### src/rtl/pipe_ctrl_n_pkg.sv
// Shared types and constants for the pipeline hazard/redirect controller.
// Holds the halt FSM encoding, the zero-address constant and the stall-vector width helper.
package pipe_ctrl_n_pkg;

  typedef enum logic [1:0] {
    ST_RUN    = 2'd0,
    ST_DRAIN  = 2'd1,
    ST_HALTED = 2'd2
  } halt_state_e;

  localparam int MAX_ADDR_W = 64;
  localparam logic [MAX_ADDR_W-1:0] ZERO_ADDR = '0;

  // Stages 0..FLUSH_STAGES-1 are younger than the redirect source and get a NOP on flush.
  localparam int FLUSH_STAGES = 3;

  // Stall vector carries the PC hold bit plus one bit per stage register.
  function automatic int stall_w(input int nstage);
    return nstage + 1;
  endfunction

endpackage

### src/rtl/pipe_redirect_hold.sv
// Interrupt/jump redirect arbiter with a pending register; event is visible combinationally,
// and a redirect fetch cannot take yet (pc_ready_i=0) is held until pc_ready_i=1.
module pipe_redirect_hold
  import pipe_ctrl_n_pkg::*;
#(
  parameter int ADDR_W = 32
) (
  input  logic              clk,
  input  logic              rst,
  input  logic              en_i,
  input  logic              int_assert_i,
  input  logic [ADDR_W-1:0] int_addr_i,
  input  logic              jump_i,
  input  logic [ADDR_W-1:0] jump_addr_i,
  input  logic              pc_ready_i,
  output logic              flush_o,
  output logic              redirect_valid_o,
  output logic [ADDR_W-1:0] flush_addr_o
);

  logic              pend_vld_q, pend_vld_d;
  logic [ADDR_W-1:0] pend_addr_q, pend_addr_d;
  logic              int_ev, jump_ev, ev, pend_vis;
  logic [ADDR_W-1:0] ev_addr;

  always_comb begin
    int_ev  = en_i & ~rst & int_assert_i;
    // A jump arriving behind a held redirect is on the wrong path.
    jump_ev = en_i & ~rst & jump_i & ~pend_vld_q;
    ev      = int_ev | jump_ev;
    ev_addr = int_ev ? int_addr_i : jump_addr_i;
    pend_vis = pend_vld_q & ~rst;

    pend_vld_d  = pend_vld_q;
    pend_addr_d = pend_addr_q;
    if (ev && !pc_ready_i) begin
      pend_vld_d  = 1'b1;
      pend_addr_d = ev_addr;
    end else if (pc_ready_i) begin
      pend_vld_d  = 1'b0;
      pend_addr_d = ZERO_ADDR[ADDR_W-1:0];
    end

    flush_o          = ev;
    redirect_valid_o = ev | pend_vis;
    if (ev) begin
      flush_addr_o = ev_addr;
    end else if (pend_vis) begin
      flush_addr_o = pend_addr_q;
    end else begin
      flush_addr_o = ZERO_ADDR[ADDR_W-1:0];
    end
  end

  always_ff @(posedge clk) begin
    if (rst) begin
      pend_vld_q  <= 1'b0;
      pend_addr_q <= ZERO_ADDR[ADDR_W-1:0];
    end else begin
      pend_vld_q  <= pend_vld_d;
      pend_addr_q <= pend_addr_d;
    end
  end

endmodule

### src/rtl/pipe_ctrl_n.sv
// NSTAGE pipeline stall/bubble/redirect controller with debug-halt drain FSM; stall is zero latency,
// redirects held until pc_ready_i. Optional per-stage stall counters under PIPE_CTRL_PERF_EN.
module pipe_ctrl_n
  import pipe_ctrl_n_pkg::*;
#(
  parameter int NSTAGE = 4,
  parameter int ADDR_W = 32,
  parameter int CNT_W  = 32
) (
  input  logic                    clk,
  input  logic                    rst,
`ifdef PIPE_CTRL_PERF_EN
  input  logic                    perf_clr_i,
  output logic [NSTAGE*CNT_W-1:0] perf_stall_cnt_o,
`endif
  input  logic [NSTAGE-1:0]       stallreq_i,
  input  logic [NSTAGE-1:0]       stage_valid_i,
  input  logic                    int_assert_i,
  input  logic [ADDR_W-1:0]       int_addr_i,
  input  logic                    jump_i,
  input  logic [ADDR_W-1:0]       jump_addr_i,
  input  logic                    pc_ready_i,
  input  logic                    haltreq_i,
  output logic [NSTAGE:0]         stall_o,
  output logic [NSTAGE-1:0]       bubble_o,
  output logic                    flush_o,
  output logic [ADDR_W-1:0]       flush_addr_o,
  output logic                    redirect_valid_o,
  output logic                    halted_o
);

  localparam int SW = stall_w(NSTAGE);

  halt_state_e   state_q, state_d, st;
  logic [SW-1:0] base_stall;
  logic          any_above;
  logic          redir_en;

  // State-driven outputs read as RUN while reset is held.
  assign st       = rst ? ST_RUN : state_q;
  assign redir_en = (st != ST_HALTED);
  assign halted_o = (st == ST_HALTED);

  pipe_redirect_hold #(
    .ADDR_W (ADDR_W)
  ) u_redirect (
    .clk              (clk),
    .rst              (rst),
    .en_i             (redir_en),
    .int_assert_i     (int_assert_i),
    .int_addr_i       (int_addr_i),
    .jump_i           (jump_i),
    .jump_addr_i      (jump_addr_i),
    .pc_ready_i       (pc_ready_i),
    .flush_o          (flush_o),
    .redirect_valid_o (redirect_valid_o),
    .flush_addr_o     (flush_addr_o)
  );

  always_comb begin
    base_stall = '0;
    any_above  = 1'b0;
    for (int k = NSTAGE - 1; k >= 0; k--) begin
      any_above       = any_above | stallreq_i[k];
      base_stall[k+1] = any_above;
    end
    base_stall[0] = any_above;
  end

  always_comb begin
    stall_o = base_stall;
    if (flush_o) stall_o[NSTAGE:1] = '0;
    if (st == ST_DRAIN) stall_o[0] = 1'b1;
    if (st == ST_HALTED) stall_o = '1;
    for (int k = 0; k < NSTAGE; k++) begin
      bubble_o[k] = (stall_o[k] & ~stall_o[k+1]) | (flush_o & (k < FLUSH_STAGES));
    end
  end

  always_comb begin
    state_d = state_q;
    case (state_q)
      ST_RUN:    if (haltreq_i) state_d = ST_DRAIN;
      ST_DRAIN: begin
        if (!haltreq_i) begin
          state_d = ST_RUN;
        end else if (stage_valid_i == '0 && !redirect_valid_o) begin
          state_d = ST_HALTED;
        end
      end
      ST_HALTED: if (!haltreq_i) state_d = ST_RUN;
      default:   state_d = ST_RUN;
    endcase
  end

  always_ff @(posedge clk) begin
    if (rst) state_q <= ST_RUN;
    else     state_q <= state_d;
  end

`ifdef PIPE_CTRL_PERF_EN
  logic [NSTAGE-1:0] top_hot;
  logic              perf_above;
  logic [CNT_W-1:0]  cnt_q [NSTAGE];
  logic [CNT_W-1:0]  cnt_d [NSTAGE];

  always_comb begin
    top_hot    = '0;
    perf_above = 1'b0;
    for (int k = NSTAGE - 1; k >= 0; k--) begin
      top_hot[k] = stallreq_i[k] & ~perf_above;
      perf_above = perf_above | stallreq_i[k];
    end
    for (int k = 0; k < NSTAGE; k++) begin
      cnt_d[k] = cnt_q[k];
      if (perf_clr_i) begin
        cnt_d[k] = '0;
      end else if (top_hot[k] && (cnt_q[k] != '1)) begin
        cnt_d[k] = cnt_q[k] + {{(CNT_W-1){1'b0}}, 1'b1};
      end
    end
  end

  always_ff @(posedge clk) begin
    for (int k = 0; k < NSTAGE; k++) begin
      if (rst) cnt_q[k] <= '0;
      else     cnt_q[k] <= cnt_d[k];
    end
  end

  always_comb begin
    for (int k = 0; k < NSTAGE; k++) begin
      perf_stall_cnt_o[k*CNT_W +: CNT_W] = cnt_q[k];
    end
  end
`else
  // CNT_W only sizes the counters, which this build omits.
  if (CNT_W < 1) begin : g_no_perf
  end
`endif

endmodule

### config.mk
export PLATFORM = sky130hd
export DESIGN_NAME = pipe_ctrl_n
export DESIGN_NICKNAME = d
export VERILOG_FILES = /design/src/rtl/pipe_ctrl_n_pkg.sv /design/src/rtl/pipe_redirect_hold.sv /design/src/rtl/pipe_ctrl_n.sv
export SDC_FILE = /design/constraint.sdc
export NUM_CORES = 1
export LEC_CHECK = 0
export BUFFER_PORTS_ARGS = -buffer_cell sky130_fd_sc_hd__buf_2
export CORE_MARGIN = 2
export CORE_UTILIZATION = 35
export DETAILED_ROUTE_END_ITERATION = 16
export PLACE_DENSITY = 0.69
export SYNTH_ARGS = -nofsm -noshare
export SYNTH_HDL_FRONTEND = slang
export SYNTH_SLANG_ARGS = --single-unit
### constraint.sdc
create_clock -name clk -period 1.5 [get_ports clk]
set_clock_uncertainty 0.1 [all_clocks]
set_input_delay 0.3 -clock clk [delete_from_list [all_inputs] [get_ports clk]]
set_output_delay 0.3 -clock clk [all_outputs]
set_load 0.02 [all_outputs]
Yosys cells after proc, flatten, opt, wreduce, memory -nomap -nowiden

Cells that the tools add are included.

Bits in registers: 35
Output and inout port bits: 44
Logic and storage cells: 58

Equal/unequal tests: 8
Muxes and demuxes: 16
Bitwise operators: 23
Reduce and logical (&&, ||, !) cells: 8

Operator list:

| cell                                                 | number |
|---|---|
| 2-to-1 mux 32 bit                                    | 5 |
| 2-to-1 mux 2 bit                                     | 5 |
| AND 1 bit                                            | 9 |
| OR 1 bit                                             | 8 |
| != test 2 bit (second input constant)                | 3 |
| inverter 1 bit                                       | 6 |
| one-hot mux 2 bit (3 select lines)                   | 1 |
| 2-to-1 mux 5 bit                                     | 1 |
| equality test 2 x 1 -> 1 bit (second input constant) | 2 |
| equality test 2 bit (second input constant)          | 2 |
| zero test 4 bit                                      | 1 |
| 2-to-1 mux 4 bit                                     | 1 |
| 2-to-1 mux 1 bit                                     | 3 |
| != test 3 bit (second input constant)                | 1 |
| AND reduction 3 bit                                  | 1 |
| logical AND 1 bit                                    | 2 |
| zero test 1 bit                                      | 2 |
| zero test 2 bit                                      | 1 |
| nonzero test 2 bit                                   | 1 |

Logic depth before layout (Yosys ltp)

Gate-level depths: netlist (run 1).

Depth after elaboration: 12
Mapped depth: 7
Depth with buffers taken out: 5

Modules after synthesis

From an unflattened synthesis (run 1), not the netlist that was laid out.

Cell total of the unflattened synthesis: 227
Area total of the unflattened synthesis: 2292.2 um^2

Modules (own cells, without submodules):

| module             | instances | cells an instance | area each (um^2) |
|---|---|---|---|
| pipe_redirect_hold | 1         | 199               | 2090.8 |
| pipe_ctrl_n        | 1         | 28                | 201.4 |

Worst setup path after synthesis (run 1)

OpenSTA, ideal clock, no wires.

Path type: input port to output port
From: input port rst
To: output port flush_addr_o[12]
Arrival time: 1.530 ns
Data required time: 1.100 ns
Slack: -0.430 ns
Stages on the path: 6
Buffers on the path: 2
Cells stage by stage: buf_2 -> inv_1 -> nand3_4 -> buf_8 -> mux2i_1 -> o21ai_0

Word-level cells in the longest chain between the ends: 7
Elaborated cells between the ends (all ways): 12
Those cells by class: eq/ne: 1; mux: 4; bitwise: 7

RTL lines:

| item                    | RTL line                                           | RTL |
|---|---|---|
| from (decl)             | pipe_ctrl_n.sv:11                                  | `input logic rst,` |
| 2-to-1 mux 2 bit        | pipe_ctrl_n.sv:40                                  | `assign st = rst ? ST_RUN : state_q;` |
| != test 2 bit           | pipe_ctrl_n.sv:41                                  | `assign redir_en = (st != ST_HALTED);` |
| AND 1 bit               | pipe_redirect_hold.sv:27, pipe_redirect_hold.sv:29 |  |
| AND 1 bit (2 in series) | pipe_redirect_hold.sv:29                           | `jump_ev = en_i & ~rst & jump_i & ~pend_vld_q;` |
| OR 1 bit                | pipe_redirect_hold.sv:30                           | `ev = int_ev \| jump_ev;` |
| 2-to-1 mux 32 bit *     | pipe_redirect_hold.sv:46                           | `if (ev) begin` |
| to (decl)               | pipe_ctrl_n.sv:27                                  | `output logic [ADDR_W-1:0] flush_addr_o,` |

Every way passes the cells marked *; elsewhere a longest branch is shown, timed or not.

Worst setup path in the final report (run 1)

From: register state_q[0]
To: output port bubble_o[3]

Word-level cells in the longest chain between the ends: 10
Elaborated cells between the ends (all ways): 12
Those cells by class: eq/ne: 2; mux: 3; bitwise: 7

RTL lines:

| item                    | RTL line                                           | RTL |
|---|---|---|
| from (decl)             | pipe_ctrl_n.sv:34                                  | `halt_state_e state_q, state_d, st;` |
| from (signal assigned)  | pipe_ctrl_n.sv:98                                  | `else state_q <= state_d;` |
| 2-to-1 mux 2 bit *      | pipe_ctrl_n.sv:40                                  |  |
| != test 2 bit           | pipe_ctrl_n.sv:41                                  |  |
| AND 1 bit               | pipe_redirect_hold.sv:27, pipe_redirect_hold.sv:29 |  |
| AND 1 bit (2 in series) | pipe_redirect_hold.sv:29                           |  |
| OR 1 bit                | pipe_redirect_hold.sv:30                           |  |
| 2-to-1 mux 4 bit        | pipe_ctrl_n.sv:72                                  | `if (flush_o) stall_o[NSTAGE:1] = '0;` |
| 2-to-1 mux 5 bit *      | pipe_ctrl_n.sv:74                                  | `if (st == ST_HALTED) stall_o = '1;` |
| inverter 1 bit          | pipe_ctrl_n.sv:76                                  | `bubble_o[k] = (stall_o[k] & ~stall_o[k+1]) \| (flush_o & (k < FLUSH_STAGES));` |
| AND 1 bit *             | pipe_ctrl_n.sv:76                                  |  |
| to (decl)               | pipe_ctrl_n.sv:25                                  | `output logic [NSTAGE-1:0] bubble_o,` |

Marks and branches as above.

==> impl_results.md, run 1 <==
* Status: finished, violations left
* Failing checks: setup timing
* Sequential power share at 0.329
* Final worst path period need at 2.131 ns
* Endpoints failing setup at 78
* Iteration-0 DRC Markers at 219
* Crit-path max cell delay at 0.33 ns
* DR vias at 2943
* Initial Util at 0.3688
* Slowest cell on crit path: dfxtp_2
* Number of H-tree levels at 2
* Final cell count without fillers at 532
* Overflow after GRT at 0
* Clock root cell: clkbuf_8
* PD cells at 658.4 nW/um2
* Layout area overhead at 124.0%
* Internal Power at 2.053 mW
* Port Buffers at 121
* # clock sinks at 35
* Avg Cell Area, Syn at 8.079 um2
* Largest net degree at the start of global routing at 29
* Distinct cells, synth at 30
* Detail Placement HPWL at 4722 um
* Startpoint Class: flop
* Bufs on Longest Clock Path at 2
* Worst Path Class, Setup: flop to output port
* Site row count at 27
* Logic pwr share at 0.443
* Total CTS buffers at 5
* Worst-path cell chain: nand2b_4, buf_6, o211ai_4, buf_8, clkinv_8, nor4b_4, buf_4
* Final hold vios at 0
* Warnings, synthesis at 0
* Yosys reg bits at 35
* Antenna-violating nets left at 0
* Fraction of layout cells with a size suffix above 1 at 0.7696
* Worst min path class: input pin to flop
* Vias per cell at 5.532
* Share of power burned in the clock network at 0.228
* Syn Nets at 334
* Core area at 5608 um2
* CTS Hold Bufs at 0
* Maximum fanout count along the critical path at 5
* Slew Limit Fails at 0
* TNS Setup at -32.09 ns
* Sw Share at 0.3270
* Die X at 80.87 um
* CTS clk-pin slew, worst paths at 0.07 ns
* Number of synthesized flops with an enable pin at 0
* Final #Nets at 538
* Setup ws final at -0.6306 ns
* Die height at 80.87 um
* Placed insts at 498
* RSZ-0062 raised after global routing: yes
* Die footprint at 6540 um2
* DR DRC count at 0
* Reg-to-reg slack, setup at -0.36 ns
* Multi-input gate area at 1788 um2
* Max-cap violations at 0
* Seq/Total Area, Yosys at 0.3388
* Initial antenna violation count at 0
* Worst Path Required at 1.10 ns
* GPL Wtd Cong at 0.7254
* WL/cell at 18.57 um
* Post-synthesis cell count at 256
* Dominant synthesized flop cell: dfxtp_1
* Final wirelength at 9880 um
* Mapped cell area at 2068 um2
* Relative slew margins at 0.7510
* Post-synth ARST share at 0
* Worst-margin pin slew at 0.3631 ns
* Register Area at 703.2 um2
* Fillers at 300
* # IOs at 122
* First-pass GRT wire length at 11360 um
* Clock Latency Late Sink at 0.28 ns
* Switching power at 997.5 uW
* VDD IR max at 0.5280 mV
* TritonCTS clock tree: done
* Max Clk Rate at 469.4 MHz
* CP Data Arrival Time at 1.73 ns
* CP Capture Type: output port
* First-pass detailed-route iteration total at 4
* Static Leak at 2.015 nW
* ANT cells at 0
* Vias in the first global route at 2433
* Post-route clock period utilization at 1.420
* GRT Overall Usage at 0.2213
[layer usage]
layer	track usage	vias up	wire, um
met5	0	-	0
met2	0.4132	153	5214
met3	0.04000	26	593
li1	-	1348	-
met1	0.2676	1416	3787
met4	0.03559	0	284
[flip-flops by register name (all words and copies together), names as in the netlist]
signal and count:
u_redirect.pend_vld_q 1, state_q 2, u_redirect.pend_addr_q 32
[repair_timing]
item | CTS | global route
resized for setup | 123 | 98
hold endpoints to repair | 0 | 0
endpoints found under the setup margin | 68 | 78
cloned | 3 | 10
pin swaps | 15 | 5
buffers inserted | 11 | 7
[layout make-up]
cell class	instances	share of cell area
timing repair buffer	222	0.4188
sequential	35	0.1518
clock buffer	6	0.01782
multi-input combinational	193	0.3859
inverter	3	0.005131
clock inverter	1	0.001080
tap	72	0.01944
[cell families after synthesis]
logic type                synth area share
AOI/OAI and AO/OA                   0.2801
and+or+nand+nor                     0.1313
DFF                                 0.3388
muxes                               0.1549
buffers and inverters              0.09074
xor gates and xnor gates          0.004235
[cell usage after synthesis (2+ instances only)]
| cell | n | area (um2) |
|---|---|---|
| buf_4 | 2 | 15.01 |
| dfxtp_1 | 35 | 700.7 |
| nor4_1 | 2 | 12.51 |
| buf_2 | 6 | 30.03 |
| buf_8 | 3 | 45.04 |
| nand3_1 | 33 | 165.2 |
| o21ai_1 | 20 | 100.1 |
| o22ai_1 | 3 | 18.77 |
| nand2_1 | 5 | 18.77 |
| nor2_1 | 5 | 18.77 |
| buf_6 | 4 | 45.04 |
| mux2i_1 | 32 | 320.3 |
| o21ai_0 | 48 | 240.2 |
| clkbuf_1 | 9 | 33.78 |
| inv_1 | 2 | 7.510 |
| a21oi_1 | 33 | 165.2 |
[metrics by stage]
stage	hold WS [ns]	area [um2]	power, mW	util	setup WS, ns
after floorplan	0.3658	2262	1.461	-	-0.1985
after global placement	0.4166	3379	1.839	0.6026	-0.3708
after detailed placement	0.4225	3379	1.858	0.6026	-0.4259
after CTS	0.2139	4023	2.768	0.7173	-0.5456
after global routing	0.2436	4633	3.148	0.8262	-0.6820
final	0.2404	4633	3.050	0.8262	-0.6306
[cells in the final DEF, fill, tap and decap left out, types with 2 or more instances in the layout]
cell type,n
a21oi_1,23
a21oi_2,10
buf_12,8
buf_16,2
buf_2,84
buf_4,77
buf_6,37
buf_8,4
clkbuf_16,10
clkbuf_8,6
dfxtp_1,33
dfxtp_2,2
mux2i_1,4
mux2i_2,19
mux2i_4,9
nand2_1,4
nand3_1,26
nand3_2,7
nor2_1,2
nor2_2,2
o21ai_0,5
o21ai_1,3
o21ai_2,55
o21ai_4,5
o22ai_4,3
[power groups by stage]
stage / Sequential (mW) / Combinational [mW] / Clock, mW
floorplan: 1.01 / 0.455 / 0
global placement: 1.01 / 0.830 / 0
detailed placement: 1.01 / 0.847 / 0
CTS: 0.992 / 1.08 / 0.696
global route: 1.01 / 1.41 / 0.730
finish: 1.00 / 1.35 / 0.696
[worst paths after layout]
path         cells after the start                              startpoint                                      end
max                              7                 state_q[0]$_SDFFE_PP0P_                              bubble_o[3]
min                              4                        stage_valid_i[2]                  state_q[1]$_SDFFE_PP0P_
max reg2reg                      9                 state_q[0]$_SDFFE_PP0P_  u_redirect.pend_addr_q[24]$_SDFFE_PP0P_
min reg2reg                      2  u_redirect.pend_addr_q[7]$_SDFFE_PP0P_   u_redirect.pend_addr_q[7]$_SDFFE_PP0P_
[critical path: cells and delay by family (launching register included)]
kind                   cells  cell delay [ns]
AOI/OAI and AO/OA          1             0.13
buffers and inverters      4             0.59
DFF                        1             0.33
and+or+nand+nor            2             0.39
Note: power is estimated with default switching activity, not from simulation.
==> run 2, diff against run 1 <==
--- a/config.mk
+++ b/config.mk
@@ -9,7 +9,7 @@
 export CORE_MARGIN = 2
 export CORE_UTILIZATION = 35
 export DETAILED_ROUTE_END_ITERATION = 16
-export PLACE_DENSITY = 0.69
+export PLACE_DENSITY = 0.67
 export SYNTH_ARGS = -nofsm -noshare
 export SYNTH_HDL_FRONTEND = slang
 export SYNTH_SLANG_ARGS = --single-unit
==> constraint.sdc (replaced) <==
create_clock -name clk -period 2.3 [get_ports clk]
set_clock_uncertainty 0.1 [all_clocks]
set_input_delay 0.46 -clock clk [delete_from_list [all_inputs] [get_ports clk]]
set_output_delay 0.46 -clock clk [all_outputs]
set_load 0.02 [all_outputs]
==> run 2 against run 1 <==
The flow now finishes without violations. Die area is the same. Sequential power fell by 36%. Cell area fell by 38%. Critical endpoint is now flush_addr_o[29]. Hold slack improved by 0.12 ns. Critical path depth decreased by 1. Cell count is 17% lower. Sequential share of layout area rose by 9.2 points. Largest power group is now sequential cells. Routed wire length is 47% lower. Global-route usage decreased by 6.2 points. Count of clock-buffer cells in the layout is the same. Sequential cell count stayed put.
==> impl_results.md, run 2 (synthesized netlist as in run 1, its figures left out) <==
* First-pass GRT wire length at 8452 um (-26%)
* Antenna-violating nets left at 0 (unchanged)
* Layout area overhead at 39.32%
* Core area at 5608 um2 (unchanged)
* RSZ-0062 raised after global routing: no
* Place WS at 0.1127 ns (+0.5386 ns)
* Initial Util at 0.3688 (unchanged)
* Overflow after GRT at 0 (unchanged)
* Fraction of layout cells with a size suffix above 1 at 0.4194 (-0.3502)
* DR DRC count at 0 (unchanged)
* Port Buffers at 121 (unchanged)
* CP Capture Type: output port
* Initial antenna violation count at 0 (unchanged)
* Die footprint at 6540 um2 (unchanged)
* Slew Limit Fails at 0 (unchanged)
* Total CTS buffers at 5 (unchanged)
* Fillers at 561 (+87%)
* Setup bufs post-CTS at 0 (-11)
* Final #Nets at 449 (-17%)
* Die X at 80.87 um (unchanged)
* Worst Path Required at 1.74 ns (+0.64 ns)
* Detail Placement HPWL at 3873 um (-18%)
* PD cells at 561.6 nW/um2 (-15%)
* TritonCTS clock tree: done
* GPL Wtd Cong at 0.7485 (+3.2%)
* Status: finished, final reports clean
* Number of flip-flops in the largest register at 32 (unchanged)
* Worst min path class: input pin to flop
* Relative slew margins at 0.6979 (-0.05309)
* # IOs at 122 (unchanged)
* Startpoint Class: flop
* Clock Latency Late Sink at 0.27 ns (about the same)
* Iteration-0 DRC Markers at 72 (-67%)
* Final hold vios at 0 (unchanged)
* Clock root cell: clkbuf_8
* Max Clk Rate at 453.2 MHz
* Worst Path Class, Setup: flop to output port
* Register Area at 703.2 um2 (unchanged)
* # clock sinks at 35 (unchanged)
* Post-route clock period utilization at 0.9593
* Final worst path period need at 2.206 ns
* WL/cell at 11.80 um (-36%)
* Hold_ws at 0.3595 ns (+0.1191 ns)
* Worst-margin pin slew at 0.4490 ns (+0.08588 ns)
* CTS clk-pin slew, worst paths at 0.07 ns (about the same)
* Largest regs: u_redirect.pend_addr_q (32), state_q (2), u_redirect.pend_vld_q (1)
* Largest net degree at the start of global routing at 49 (+69%)
* Die height at 80.87 um (unchanged)
* Commonest non-fill, non-tap cell in the layout: buf_2
* Maximum fanout count along the critical path at 16 (+11)
* DR vias at 2233 (-24%)
* VDD IR max at 0.2790 mV (-47%)
* Most flop-heavy register: u_redirect.pend_addr_q
* Number of H-tree levels at 2 (unchanged)
* Endpoints failing setup at 0 (-100%)
* Setup ws final at 0.09353 ns (+0.7241 ns)
* Power Total at 1.618 mW (-47%)
* Most frequent cells in the layout: buf_2, o21ai_0, nand3_1, a21oi_1, dfxtp_1
* Final wirelength at 5240 um (-47%)
* Site row count at 27 (unchanged)
* Bufs on Longest Clock Path at 2 (unchanged)
* Vias per cell at 5.029 (-9.1%)
* Multi-input gate area at 1207 um2 (-32%)
* Static Leak at 1.412 nW (-30%)
* GRT Overall Usage at 0.1591 (-0.06223)
* TNS Setup at 0 ns (+32.09 ns)
* Max-cap violations at 0 (unchanged)
* Vias in the first global route at 1934 (-21%)
* CP Data Arrival Time at 1.65 ns (-0.08 ns)
* ANT cells at 0 (unchanged)
* First-pass detailed-route iteration total at 4 (unchanged)
==> run 2: metrics by stage <==
step	util	cell area, um2	instances
2_1_floorplan	-	2068	256
3_3_place_gp	0.4855	2723	436
3_5_place_dp	0.4855	2723	436
4_1_cts	0.5091	2855	444
5_1_grt	0.5138	2882	444
6_report	0.5138	2882	444
==> run 2: area by class of cell <==
cell class	count	share of cell area
well taps	72	0.03126
inverters	3	0.004776
clock inverters	2	0.01216
multi-input cells	193	0.4190
clock buffers	6	0.02866
flip-flops and latches	35	0.2440
repair buffers	133	0.2601
==> run 2: power by group <==
part,internal [mW],switching (mW),total [mW]
clock network,0.351,0.217,0.567
registers,0.633,0.0123,0.645
logic,0.171,0.235,0.406
total,1.15,0.464,1.62
==> run 2: worst max-delay path, stage by stage (launching register included) <==
cell	delay (ns)
dfxtp_2	0.36
nand2b_4	0.18
nand3_4	0.11
buf_12	0.18
mux2i_2	0.16
o21ai_0	0.18
buf_2	0.20
==> run 2: path summary, 6_finish.rpt <==
check                                           from                                       to  slack (ns)  cells past startpoint
setup reg to reg             state_q[0]$_SDFFE_PP0P_  u_redirect.pend_addr_q[10]$_SDFFE_PP0P_        0.56                      8
setup / recovery             state_q[0]$_SDFFE_PP0P_                         flush_addr_o[29]        0.09                      6
hold reg to reg   u_redirect.pend_vld_q$_SDFFE_PP0P_       u_redirect.pend_vld_q$_SDFFE_PP0P_        0.43                      2
hold / removal                             haltreq_i                  state_q[1]$_SDFFE_PP0P_        0.36                      3
==> run 2: layer usage <==
metal / track usage / wire length, um / vias to the layer above
li1: - / - / 1175
met1: 0.1977 / 2324 / 981
met2: 0.2769 / 2474 / 73
met3: 0.03667 / 412 / 4
met4: 0.04068 / 29 / 0
met5: 0 / 0 / -
==> run 2: repair_timing <==
| item | 4_1_cts | 5_1_grt |
|---|---|---|
| hold buffers | 0 | 0 |
| gates resized for setup | 4 | 10 |
| endpoints found under the setup margin | 29 | 23 |
==> run 3, diff against run 2 <==
--- a/config.mk
+++ b/config.mk
@@ -6,10 +6,13 @@
 export NUM_CORES = 1
 export LEC_CHECK = 0
 export BUFFER_PORTS_ARGS = -buffer_cell sky130_fd_sc_hd__buf_2
+export CELL_PAD_IN_SITES_DETAIL_PLACEMENT = 2
+export CELL_PAD_IN_SITES_GLOBAL_PLACEMENT = 2
 export CORE_MARGIN = 2
-export CORE_UTILIZATION = 35
+export CORE_UTILIZATION = 23
+export CTS_CLUSTER_SIZE = 8
 export DETAILED_ROUTE_END_ITERATION = 16
-export PLACE_DENSITY = 0.67
+export PLACE_DENSITY_LB_ADDON = 0.1
 export SYNTH_ARGS = -nofsm -noshare
 export SYNTH_HDL_FRONTEND = slang
 export SYNTH_SLANG_ARGS = --single-unit
==> run 3 against run 2 <==
Sequential power is essentially flat. Sequential cell count is the same. Non-clock buffer count grew 13. Global-route usage shrank 0.80 points. Combinational power grew 36%. Critical path type unchanged. Largest cell class unchanged.
==> impl_results.md, run 3 (synthesized netlist as in run 1, its figures left out) <==
* Reg-to-reg slack, setup at 0.45 ns (-0.11 ns)
* Fraction of layout cells with a size suffix above 1 at 0.5208 (+0.1015)
* Final hold vios at 0 (unchanged)
* RSZ-0062 raised after global routing: yes
* Power Total at 1.658 mW (+2.5%)
* CTS clk-pin slew, worst paths at 0.07 ns (about the same)
* Largest regs: u_redirect.pend_addr_q (32), state_q (2), u_redirect.pend_vld_q (1)
* Commonest non-fill, non-tap cell in the layout: buf_2
* Endpoints failing setup at 0 (unchanged)
* Die height at 98.83 um (+22%)
* Register Area at 705.7 um2 (+0.36%)
* Number of H-tree levels at 2 (unchanged)
* GPL Wtd Cong at 0.6789 (-9.3%)
* Final cell count without fillers at 492 (+11%)
* TritonCTS clock tree: done
* Iteration-0 DRC Markers at 43 (-40%)
* PD cells at 491.5 nW/um2 (-12%)
* Slew Limit Fails at 0 (unchanged)
* WHS Endpoint: state_q[1]$_SDFFE_PP0P_
* Post-route clock period utilization at 1.000 (+0.04062)
* DR vias at 2453 (+9.9%)
* Vias per cell at 4.986 (-0.87%)
* Final #Nets at 462 (+2.9%)
* First-pass GRT wire length at 12250 um (+45%)
* CP Data Arrival Time at 1.74 ns (+0.09 ns)
* Core area at 8721 um2 (+56%)
* Initial Util at 0.2372 (-0.1316)
* Crit Reg-Reg Startpoint: state_q[0]$_SDFFE_PP0P_
* Initial antenna violation count at 0 (unchanged)
* CP Capture Type: output port
* Multi-input gate area at 1378 um2 (+14%)
* Static Leak at 1.530 nW (+8.3%)
* Fillers at 999 (+78%)
* Crit Reg-Reg Endpoint: u_redirect.pend_addr_q[27]$_SDFFE_PP0P_
* # IOs at 122 (unchanged)
* ANT cells at 0 (unchanged)
* Most frequent cells in the layout: buf_2, o21ai_0, a21oi_1, dfxtp_1, nand3_1
* Max Clk Rate at 434.8 MHz (-4.1%)
* Placed insts at 474 (+8.7%)
* Port Buffers at 121 (unchanged)
* GRT Overall Usage at 0.1511 (-0.007986)
* Most flop-heavy register: u_redirect.pend_addr_q
* Die footprint at 9766 um2 (+49%)
* Relative slew margins at 0.7060 (+0.008041)
* Worst Path Required at 1.74 ns (about the same)
* VDD IR max at 0.1943 mV (-30%)
* CTS Hold Bufs at 0 (unchanged)
* Clock root cell: clkbuf_8
* Worst Path Class, Setup: flop to output port
* Clock Latency Late Sink at 0.28 ns (about the same)
* Largest net degree at the start of global routing at 38 (-22%)
* Site row count at 34 (+26%)
* Hold Path Origin: haltreq_i
* Die X at 98.83 um (+22%)
* Final wirelength at 8252 um (+57%)
* First-pass detailed-route iteration total at 4 (unchanged)
* Worst hold stages at 3 (unchanged)
* Status: finished, final reports clean
* Antenna-violating nets left at 0 (unchanged)
* Detail Placement HPWL at 5348 um (+38%)
* Bufs on Longest Clock Path at 2 (unchanged)
* Worst min path class: input pin to flop
* WL/cell at 16.77 um (+42%)
* Worst-margin pin slew at 0.4370 ns (-0.01195 ns)
* Worst-case reg-to-reg path depth at 9 (+1)
* Maximum fanout count along the critical path at 17 (+1)
* DR DRC count at 0 (unchanged)
* Total CTS buffers at 5 (unchanged)
* Final worst path period need at 2.300 ns (+0.09343 ns)
* Vias in the first global route at 2526 (+31%)
* # clock sinks at 35 (unchanged)
* Overflow after GRT at 0 (unchanged)
* Number of flip-flops in the largest register at 32 (unchanged)
* Max-cap violations at 0 (unchanged)
* Startpoint Class: flop
* Layout area overhead at 63.10%
[run 3: power breakdown]
part	total, mW	internal [mW]	leakage, nW	switching [mW]
combinational	0.553	0.254	1.20	0.299
clock	0.459	0.235	0.0470	0.224
sequential	0.646	0.632	0.287	0.0134
total	1.66	1.12	1.53	0.537
[run 3: metrics by stage]
step,utilization,TNS [ns],cell area (um2),hold slack [ns],setup WS (ns)
4_1_cts,0.3386,-0.1623,2953,0.3569,-0.03959
6_report,0.3868,0,3373,0.3735,0.00009848
2_1_floorplan,-,0,2068,0.3656,0.05036
3_5_place_dp,0.3191,0,2783,0.4274,0.1054
5_1_grt,0.3868,-0.3759,3373,0.3816,-0.07086
3_3_place_gp,0.3191,0,2783,0.4180,0.1372
[run 3: timing repair]
| action | in CTS | in global routing |
|---|---|---|
| setup endpoints to repair | 34 | 36 |
| hold endpoints to repair | 0 | 0 |
| pin swaps | 1 | 0 |
| resized for setup | 17 | 80 |
| setup buffers | 1 | 4 |
| cloned | 1 | 5 |
[run 3: layer usage]
metal | part of all wire | vias up | GRT usage
met5 | 0 | - | 0
met4 | 0.0064 | 0 | 0.02845
li1 | - | 1197 | -
met3 | 0.044 | 5 | 0.02482
met2 | 0.50 | 65 | 0.2770
met1 | 0.44 | 1186 | 0.1866
[run 3: area by class of cell]
class | count | share of cell area
clock buffers | 6 | 0.02448
clock inverters | 1 | 0.001484
inverters | 3 | 0.004080
multi-input cells | 193 | 0.4084
flip-flops and latches | 35 | 0.2092
well taps | 108 | 0.04006
repair buffers | 146 | 0.3123
[run 3: worst max path at each step]
| stage | start | endpoint |
|---|---|---|
| finish | state_q[0]$_SDFFE_PP0P_ | flush_addr_o[3] |
| global route | state_q[0]$_SDFFE_PP0P_ | bubble_o[3] |
| CTS | state_q[0]$_SDFFE_PP0P_ | flush_addr_o[6] |
| detailed placement | rst | flush_addr_o[29] |
| global placement | rst | flush_addr_o[30] |
| floorplan | rst | flush_addr_o[12] |
[run 3: worst max-delay path, cell delays in order, from the launching register on]
cell	delay (ns)
dfxtp_4	0.35
nand2b_4	0.15
nand3_4	0.12
buf_12	0.20
mux2i_2	0.36
o21ai_2	0.09
buf_4	0.17
